<file path="src/rtl/overlay_pkg.sv">
// Shared types for the rectangle overlay: box modes and the per-rectangle
// configuration record held in the shadow and active banks.
package overlay_pkg;

    localparam int unsigned COLOR_W     = 24;
    localparam int unsigned CFG_COORD_W = 12;

    typedef enum logic [1:0] {
        MODE_OFF     = 2'd0,
        MODE_FILL    = 2'd1,
        MODE_OUTLINE = 2'd2,
        MODE_BLINK   = 2'd3
    } rect_mode_t;

    typedef struct packed {
        logic [CFG_COORD_W-1:0] xmin;
        logic [CFG_COORD_W-1:0] ymin;
        logic [CFG_COORD_W-1:0] xmax;
        logic [CFG_COORD_W-1:0] ymax;
        rect_mode_t             mode;
        logic [COLOR_W-1:0]     color;
    } rect_cfg_t;

endpackage

</file>
<file path="src/rtl/rect_hit_test.sv">
// Combinational hit test of one pixel against one rectangle configuration.
// Coordinates are compared one bit wider than stored so edges never overflow.
module rect_hit_test
    import overlay_pkg::*;
#(
    parameter int unsigned THICKNESS = 2
) (
    input  rect_cfg_t              cfg,
    input  logic [CFG_COORD_W:0]   h,
    input  logic [CFG_COORD_W:0]   v,
    input  logic                   blink_phase,
    output logic                   hit
);

    localparam int unsigned SW = CFG_COORD_W + 2;
    localparam logic signed [SW-1:0] T_S = SW'(THICKNESS);

    logic                 outer;
    logic                 inner;
    logic signed [SW-1:0] h_s, v_s;
    logic signed [SW-1:0] ix_lo, ix_hi, iy_lo, iy_hi;

    // Inverted bounds (min > max) make outer false by construction.
    assign outer = (h >= {1'b0, cfg.xmin}) && (h <= {1'b0, cfg.xmax}) &&
                   (v >= {1'b0, cfg.ymin}) && (v <= {1'b0, cfg.ymax});

    assign h_s   = signed'({1'b0, h});
    assign v_s   = signed'({1'b0, v});
    assign ix_lo = signed'({2'b00, cfg.xmin}) + T_S;
    assign ix_hi = signed'({2'b00, cfg.xmax}) - T_S;
    assign iy_lo = signed'({2'b00, cfg.ymin}) + T_S;
    assign iy_hi = signed'({2'b00, cfg.ymax}) - T_S;

    // An empty interior (narrow box) leaves inner false, so the box draws solid.
    assign inner = (h_s >= ix_lo) && (h_s <= ix_hi) && (v_s >= iy_lo) && (v_s <= iy_hi);

    always_comb begin
        hit = 1'b0;
        case (cfg.mode)
            MODE_FILL:    hit = outer;
            MODE_OUTLINE: hit = outer && !inner;
            MODE_BLINK:   hit = outer && blink_phase;
            default:      hit = 1'b0;
        endcase
    end

endmodule

</file>
<file path="src/rtl/rect_overlay_sprite.sv">
// Multi-rectangle overlay with double-buffered config, frame-based blinking
// and a two-stage pipeline (hit vector, then priority colour select).
module rect_overlay_sprite
    import overlay_pkg::*;
#(
    parameter int unsigned NUM_RECTS    = 4,
    parameter int unsigned COORD_W      = CFG_COORD_W,
    parameter int unsigned THICKNESS    = 2,
    parameter int unsigned BLINK_FRAMES = 30,
    localparam int unsigned IDX_W       = (NUM_RECTS > 1) ? $clog2(NUM_RECTS) : 1
) (
    input  logic               clk_pixel_in,
    input  logic               rst_in,
    input  logic [10:0]        hcount_in,
    input  logic [9:0]         vcount_in,
    input  logic               data_valid_in,
    input  logic               new_frame_in,
    input  logic               cfg_valid_in,
    output logic               cfg_ready_out,
    input  logic [IDX_W-1:0]   cfg_idx_in,
    input  logic [COORD_W-1:0] cfg_xmin_in,
    input  logic [COORD_W-1:0] cfg_ymin_in,
    input  logic [COORD_W-1:0] cfg_xmax_in,
    input  logic [COORD_W-1:0] cfg_ymax_in,
    input  rect_mode_t         cfg_mode_in,
    input  logic [COLOR_W-1:0] cfg_color_in,
    output logic [7:0]         red_out,
    output logic [7:0]         green_out,
    output logic [7:0]         blue_out,
    output logic               hit_out,
    output logic               valid_out
);

    localparam int unsigned CMP_W = COORD_W + 1;
    localparam int unsigned CNT_W = (BLINK_FRAMES > 1) ? $clog2(BLINK_FRAMES) : 1;

    rect_cfg_t          shadow_q [NUM_RECTS];
    rect_cfg_t          active_q [NUM_RECTS];
    rect_cfg_t          wr_cfg;
    logic [CNT_W-1:0]   blink_cnt_q;
    logic               blink_phase_q;
    logic [CMP_W-1:0]   h_ext, v_ext;
    logic [NUM_RECTS-1:0] hit_vec;
    logic [NUM_RECTS-1:0] hit_vec_q;
    logic               valid_s1_q;
    logic [COLOR_W-1:0] sel_color;
    logic               sel_any;
    logic [COLOR_W-1:0] rgb_q;
    logic               hit_q;
    logic               valid_q;
    logic               wr_en;

    // No backpressure: writes are always accepted outside reset.
    assign cfg_ready_out = ~rst_in;
    assign wr_en = cfg_valid_in && cfg_ready_out && (int'(cfg_idx_in) < NUM_RECTS);

    assign wr_cfg = '{xmin: cfg_xmin_in, ymin: cfg_ymin_in, xmax: cfg_xmax_in,
                      ymax: cfg_ymax_in, mode: cfg_mode_in, color: cfg_color_in};

    // Commit reads the pre-write shadow because both updates are non-blocking.
    always_ff @(posedge clk_pixel_in or posedge rst_in) begin
        if (rst_in) begin
            for (int i = 0; i < NUM_RECTS; i++) begin
                shadow_q[i] <= '0;
                active_q[i] <= '0;
            end
        end else begin
            if (new_frame_in) begin
                for (int i = 0; i < NUM_RECTS; i++) active_q[i] <= shadow_q[i];
            end
            if (wr_en) shadow_q[cfg_idx_in] <= wr_cfg;
        end
    end

    always_ff @(posedge clk_pixel_in or posedge rst_in) begin
        if (rst_in) begin
            blink_cnt_q   <= '0;
            blink_phase_q <= 1'b0;
        end else if (new_frame_in) begin
            if (blink_cnt_q == CNT_W'(BLINK_FRAMES - 1)) begin
                blink_cnt_q   <= '0;
                blink_phase_q <= ~blink_phase_q;
            end else begin
                blink_cnt_q <= blink_cnt_q + 1'b1;
            end
        end
    end

    assign h_ext = CMP_W'(hcount_in);
    assign v_ext = CMP_W'(vcount_in);

    for (genvar g = 0; g < NUM_RECTS; g++) begin : g_hit
        rect_hit_test #(
            .THICKNESS (THICKNESS)
        ) u_hit (
            .cfg         (active_q[g]),
            .h           (h_ext),
            .v           (v_ext),
            .blink_phase (blink_phase_q),
            .hit         (hit_vec[g])
        );
    end

    always_ff @(posedge clk_pixel_in or posedge rst_in) begin
        if (rst_in) begin
            hit_vec_q  <= '0;
            valid_s1_q <= 1'b0;
        end else begin
            hit_vec_q  <= hit_vec;
            valid_s1_q <= data_valid_in;
        end
    end

    // Walk from the lowest priority upward so index 0 wins last.
    always_comb begin
        sel_color = '0;
        sel_any   = 1'b0;
        for (int i = NUM_RECTS - 1; i >= 0; i--) begin
            if (hit_vec_q[i]) begin
                sel_color = active_q[i].color;
                sel_any   = 1'b1;
            end
        end
    end

    always_ff @(posedge clk_pixel_in or posedge rst_in) begin
        if (rst_in) begin
            rgb_q   <= '0;
            hit_q   <= 1'b0;
            valid_q <= 1'b0;
        end else begin
            rgb_q   <= valid_s1_q ? sel_color : '0;
            hit_q   <= valid_s1_q && sel_any;
            valid_q <= valid_s1_q;
        end
    end

    assign red_out   = rgb_q[23:16];
    assign green_out = rgb_q[15:8];
    assign blue_out  = rgb_q[7:0];
    assign hit_out   = hit_q;
    assign valid_out = valid_q;

endmodule

</file>
<file path="config.mk">
export PLATFORM = sky130hd
export DESIGN_NAME = rect_overlay_sprite
export DESIGN_NICKNAME = d
export VERILOG_FILES = /design/src/rtl/overlay_pkg.sv /design/src/rtl/rect_hit_test.sv /design/src/rtl/rect_overlay_sprite.sv
export SDC_FILE = /design/constraint.sdc
export NUM_CORES = 2
export LEC_CHECK = 0
export ABC_AREA = 1
export ABC_CLOCK_PERIOD_IN_PS = 23400
export BUFFER_PORTS_ARGS = -buffer_cell sky130_fd_sc_hd__buf_2
export CORE_MARGIN = 4
export CORE_UTILIZATION = 32
export CTS_BUF_LIST = sky130_fd_sc_hd__clkbuf_8
export CTS_CLUSTER_SIZE = 40
export DETAILED_ROUTE_END_ITERATION = 12
export RECOVER_POWER = 50
export SETUP_SLACK_MARGIN = 0.15
export SYNTH_ARGS = -nofsm -noshare
export SYNTH_HDL_FRONTEND = slang
export SYNTH_SLANG_ARGS = --single-unit
</file>
<file path="constraint.sdc">
create_clock -name clk_pixel_in -period 23.4 [get_ports clk_pixel_in]
set_input_delay 4.68 -clock clk_pixel_in [delete_from_list [all_inputs] [get_ports clk_pixel_in]]
set_output_delay 4.68 -clock clk_pixel_in [all_outputs]
set_load 0.005 [all_outputs]
</file>
==> Word level (Yosys, flattened, before mapping) <==
Cells that the tools add are included.
{ "op_classes": {"n_addsub": 17, "magnitude_cmp": 34, "n_eq_ne": 13, "n_mux": 17, "bitwise": 3, "n_reduce_logical": 40} }
{ "ops": {"columns": ["operator", "n"], "rows": [
  ["bitwise mux 296 bit", 1],
  ["demux 74 bit (select 2 bit)", 1],
  ["two-way mux 24 bit", 5],
  ["adder 12 x 2 -> 13 bit, second input constant", 8],
  ["subtractor 12 x 2 -> 13 bit, second input constant", 8],
  ["two-way mux 74 bit", 1],
  [">= comparator 11 x 14 -> 1 bit", 4],
  [">= comparator 12 x 14 -> 1 bit", 4],
  ["less-or-equal comparator 11 x 14 -> 1 bit", 4],
  ["less-or-equal comparator 12 x 14 -> 1 bit", 4],
  [">= comparator 10 x 12 -> 1 bit", 4],
  [">= comparator 11 x 12 -> 1 bit", 4],
  ["less-or-equal comparator 10 x 12 -> 1 bit", 4],
  ["less-or-equal comparator 11 x 12 -> 1 bit", 4],
  ["logical AND 1 bit", 35],
  ["equality test 2 bit, second input constant", 8],
  ["one-hot mux 1 bit (3 select lines)", 4],
  ["equality test 2 x 1 -> 1 bit, second input constant", 4],
  ["adder 5 x 1 -> 5 bit, second input constant", 1],
  ["equality test 5 bit, second input constant", 1],
  ["two-way mux 5 bit", 1],
  ["zero test 1 bit", 4],
  ["two-way mux 1 bit", 4],
  [">= comparator 3 bit, second input constant", 1],
  ["other kinds (4)", 5]
]} }
{ "word_totals": {"ff_bits": 629, "inputBits": 102, "output_inout_bits": 27, "word_cells": 179} }

==> Logic depth before layout (Yosys ltp) <==
{ "depth": {"ltp_word": 8, "mapped_depth": 19, "ltp_nobuf": 19} }

==> Cells and area by module <==
A second synthesis with hierarchy kept.
{ "hier_totals": {"cells_unflattened": 4525, "hier_area_um2": 37358.3} }
{ "by_module_without_submodules": {"columns": ["module", "instances", "cells_per_inst", "area_each_um2"], "rows": [
  ["rect_overlay_sprite", 1, 2547, 24413.4],
  ["rect_hit_test (g_hit[2].u_hit)", 1, 498, 3281.9],
  ["rect_hit_test (g_hit[1].u_hit)", 1, 489, 3236.9],
  ["rect_hit_test (g_hit[0].u_hit)", 1, 497, 3226.8],
  ["rect_hit_test (g_hit[3].u_hit)", 1, 494, 3199.3]
]} }

==> Worst setup path before layout <==
OpenSTA, ideal clock, no wires.
{ "synth_timing": {"path_type": "in2out", "startpoint": "input port rst_in", "endpoint": "output port cfg_ready_out", "t_arrival_ps": 17597, "t_required_ps": 18720, "slack_ps": 1123, "stages": 1, "path_cell_list": "inv_1"} }
{ "synth_between": {"elab_chain_len": 1} }
{ "synth_lines": {"columns": ["item", "line_no", "rtl"], "rows": [
  ["start, declared", "rect_overlay_sprite.sv:13", "input logic rst_in,"],
  ["NOT 1 bit", "rect_overlay_sprite.sv:54", "assign cfg_ready_out = ~rst_in;"],
  ["end, declared", "rect_overlay_sprite.sv:19", "output logic cfg_ready_out,"]
]} }
Every way passes these cells.

==> Worst setup path in the final report <==
Ends and elaborated chain as after synthesis.

==> impl_metrics.toml <==
[timing]
worst_pin_slew_ps = 4729
maxSlewViolCount = 1144
setup_viol = 0
max_freq_mhz = 70.23
grt_setup_unrepaired = "false"
finalWorstPathRequiredPeriod_ps = 14240
skew_ps = 51.45
max-slew-margin-rel_pct = -217.0
fin_tns_setup_ps = 0
hold_violations = 0
fin_crit_sh_pct = 60.85

[synthesis]
synth_edf_count = 0
syn-num-nets = 4575
synth.cell_area_mm2 = 0.03407
yosysTopAreaCell = "dfrtp_1"
netlist.area_leader.share_pct = 46.20
yosys-top-cells-area = "dfrtp_1 46%, nand2_1 14%, ha_1 13%"
syn_area_per_cell_um2 = 8.247
synthFlopType = "dfrtp_1"
yosys_warnings = 0
synth_most_common_cell = "nand2_1"
ys_seq_area_share_pct = 46.20
synth.ff_latch_count = 629
synthCells = 4131
ys_types = 38
synthTopCellsByCount = "1241 x nand2_1, 629 x dfrtp_1, 587 x o21ai_0"
async_reset_ff_share_pct = 100.0

[critical_path]
critPathKind = "primary input to output port"
end_kind = "output port"
r2r_start = "hit_vec_q[2]"
crit_family = "buffers and inverters"
reg2reg_depth = 5
start_kind = "primary input"
cp_slowest_cell = "clkinvlp_2"
worst-path-buf-inv = 3
cp.required_ps = 18720
crit_path_max_incr_delay_ps = 3420
critPathArrivalTime_ps = 9560
path_cells = "clkbuf_1 > clkinvlp_2 > buf_2"
crit_cells = 3
startpoint = "rst_in"
worst-path-max-fanout = 104

[power]
p_seq_share_pct = 43.3
pwr-share-clk_pct = 31.4
switching_share_pct = 34.01
power.switching_mw = 1.109
p_per_area_mw_per_mm2 = 85.38
peakVddDrop_uv = 42.90
internal-power_mw = 2.152
p_comb_share_pct = 25.3
p_leak_nw = 19.31

[floorplan]
die_y_um = 334.3
die_x_um = 334.3
die_area_mm2 = 0.1117
ioPinCount = 129
row_count = 119
core_area_mm2 = 0.1056
start_util_pct = 32.27

[global_routing]
grt_max_degree = 152
grt_pass1_wl_um = 147100
grt_pass1_vias = 26720
antenna_found_initial = 6
grt_use_total_pct = 16.51
grt_overflow = 0

[clock_tree]
cts_tree = "built"
htree_levels = 3
max-clock-path-buffers = 3
clk_pin_slew_ps = 60
hold_buffers = 0
root_buffer = "clkbuf_8"
cts_setup_buffers = 0
cts-resized-gates = 0
clock_latency_ps = 760
cts_buffers = 108
cts.sink_count = 629

[placement]
place_area_mm2 = 0.03609
routabilityCongestion = 0.8336
io_buffers = 128
dpl.hpwl_um = 61710

[routing]
ant_nets = 0
drc = 0
vias = 27140
wl_um = 92100
avgRoutedWirePerCell_um = 16.11
vias_per_cell = 4.747
detail_route.iter0.violations = 1935
firstDrtPassIters = 6

[finish]
fillers = 10980
fin_area_mm2 = 0.03820
final_nets = 4686
synthToLayoutAreaGrowth_pct = 12.12
post_route_cells_drive_above_1_share_pct = 7.054

[hold_path]
whs_path_depth = 2
hp-class = "register to register"
worstHoldStart = "shadow_q[186]"

[job]
max_cap_viol_count = 18

[run_status]
violations = "capacitance limit, slew limit"
outcome = "finished with violations"
final timing paths:
kind | endpoint | slack [ps]
worst max-delay path | cfg_ready_out | 9160
worst max register to register | rgb_q[23] | 18200
worst min-delay path | active_q[186] | 450
max in group asynchronous | shadow_q[130] | 11090
min in group asynchronous | shadow_q[164] | 5350
worst min register to register | active_q[186] | 450
worst min-delay path, stage by stage (launching register included):
cell and delay, ps:
dfrtp_1 340, nand2_1 60, nand2_1 50
cells by family after synthesis:
kind of cell | Yosys count | synth area share [%]
xor+xnor | 113 | 2.905
fa+ha+maj | 342 | 12.56
compound gates | 793 | 12.30
simple gates | 1667 | 19.43
flops | 629 | 46.20
buf+inv | 587 | 6.596
area by class of cell:
class	count	area, um^2	share of cell area (%)
antenna	2	5.005	0.01310
tap	1391	1740	4.557
sequential	629	15740	41.21
timing repair buffer	148	745.7	1.952
multi-input combinational	2915	16080	42.10
inverter	440	1654	4.331
clock inverter	61	426.7	1.117
clock buffer	131	1803	4.720
stage by stage:
stage	hold slack, ps	setup slack [ps]	util (%)	cells	power, mW
detailed placement	453.1	13030	34.19	5523	2.255
CTS	441.8	13030	36.30	5715	3.302
global route	466.6	8003	36.18	5717	3.521
finish	450.6	9161	36.18	5717	3.261
floorplan	430.3	1064	-	4131	2.013
global placement	447.9	13020	34.19	5523	2.222
layer usage:
metal	GRT usage (%)	vias to the layer above	part of all wire (%)
li1	-	13600	-
met1	22.00	12880	46
met2	27.60	517	46
met3	2.984	130	5.1
met4	4.618	2	2.3
met5	0	-	0.013
power groups by stage:
stage,registers [mW],clock network [mW],logic (mW)
after global routing,1.44,1.11,0.974
after global placement,1.42,0,0.801
after CTS,1.41,1.06,0.834
after floorplan,1.40,0,0.616
after detailed placement,1.43,0,0.829
final,1.41,1.03,0.824
state kept, by name, summed over array words and instances (netlist names):
| signal | cells |
|---|---|
| active_q | 296 |
| blink_phase_q | 1 |
| hit_out | 1 |
| rgb_q | 24 |
| shadow_q | 296 |
| valid_s1_q | 1 |
| valid_out | 1 |
| hit_vec_q | 4 |
| blink_cnt_q | 5 |
placed cells by master, fill, tap and decap left out, drive strengths merged, types with 29 or more instances in the layout:
cell / Yosys / layout
nand2: 1245 / 1245
a21oi: 128 / 128
buf: 38 / 122
clkbuf: 109 / 157
ha: 342 / 342
nand3: 105 / 105
o21ai: 589 / 589
xor2: 96 / 96
nor2: 243 / 243
nand4: 29 / 29
inv: 440 / 480
nor3: 37 / 37
dfrtp: 629 / 629
Power figures use the tool's default switching activity.
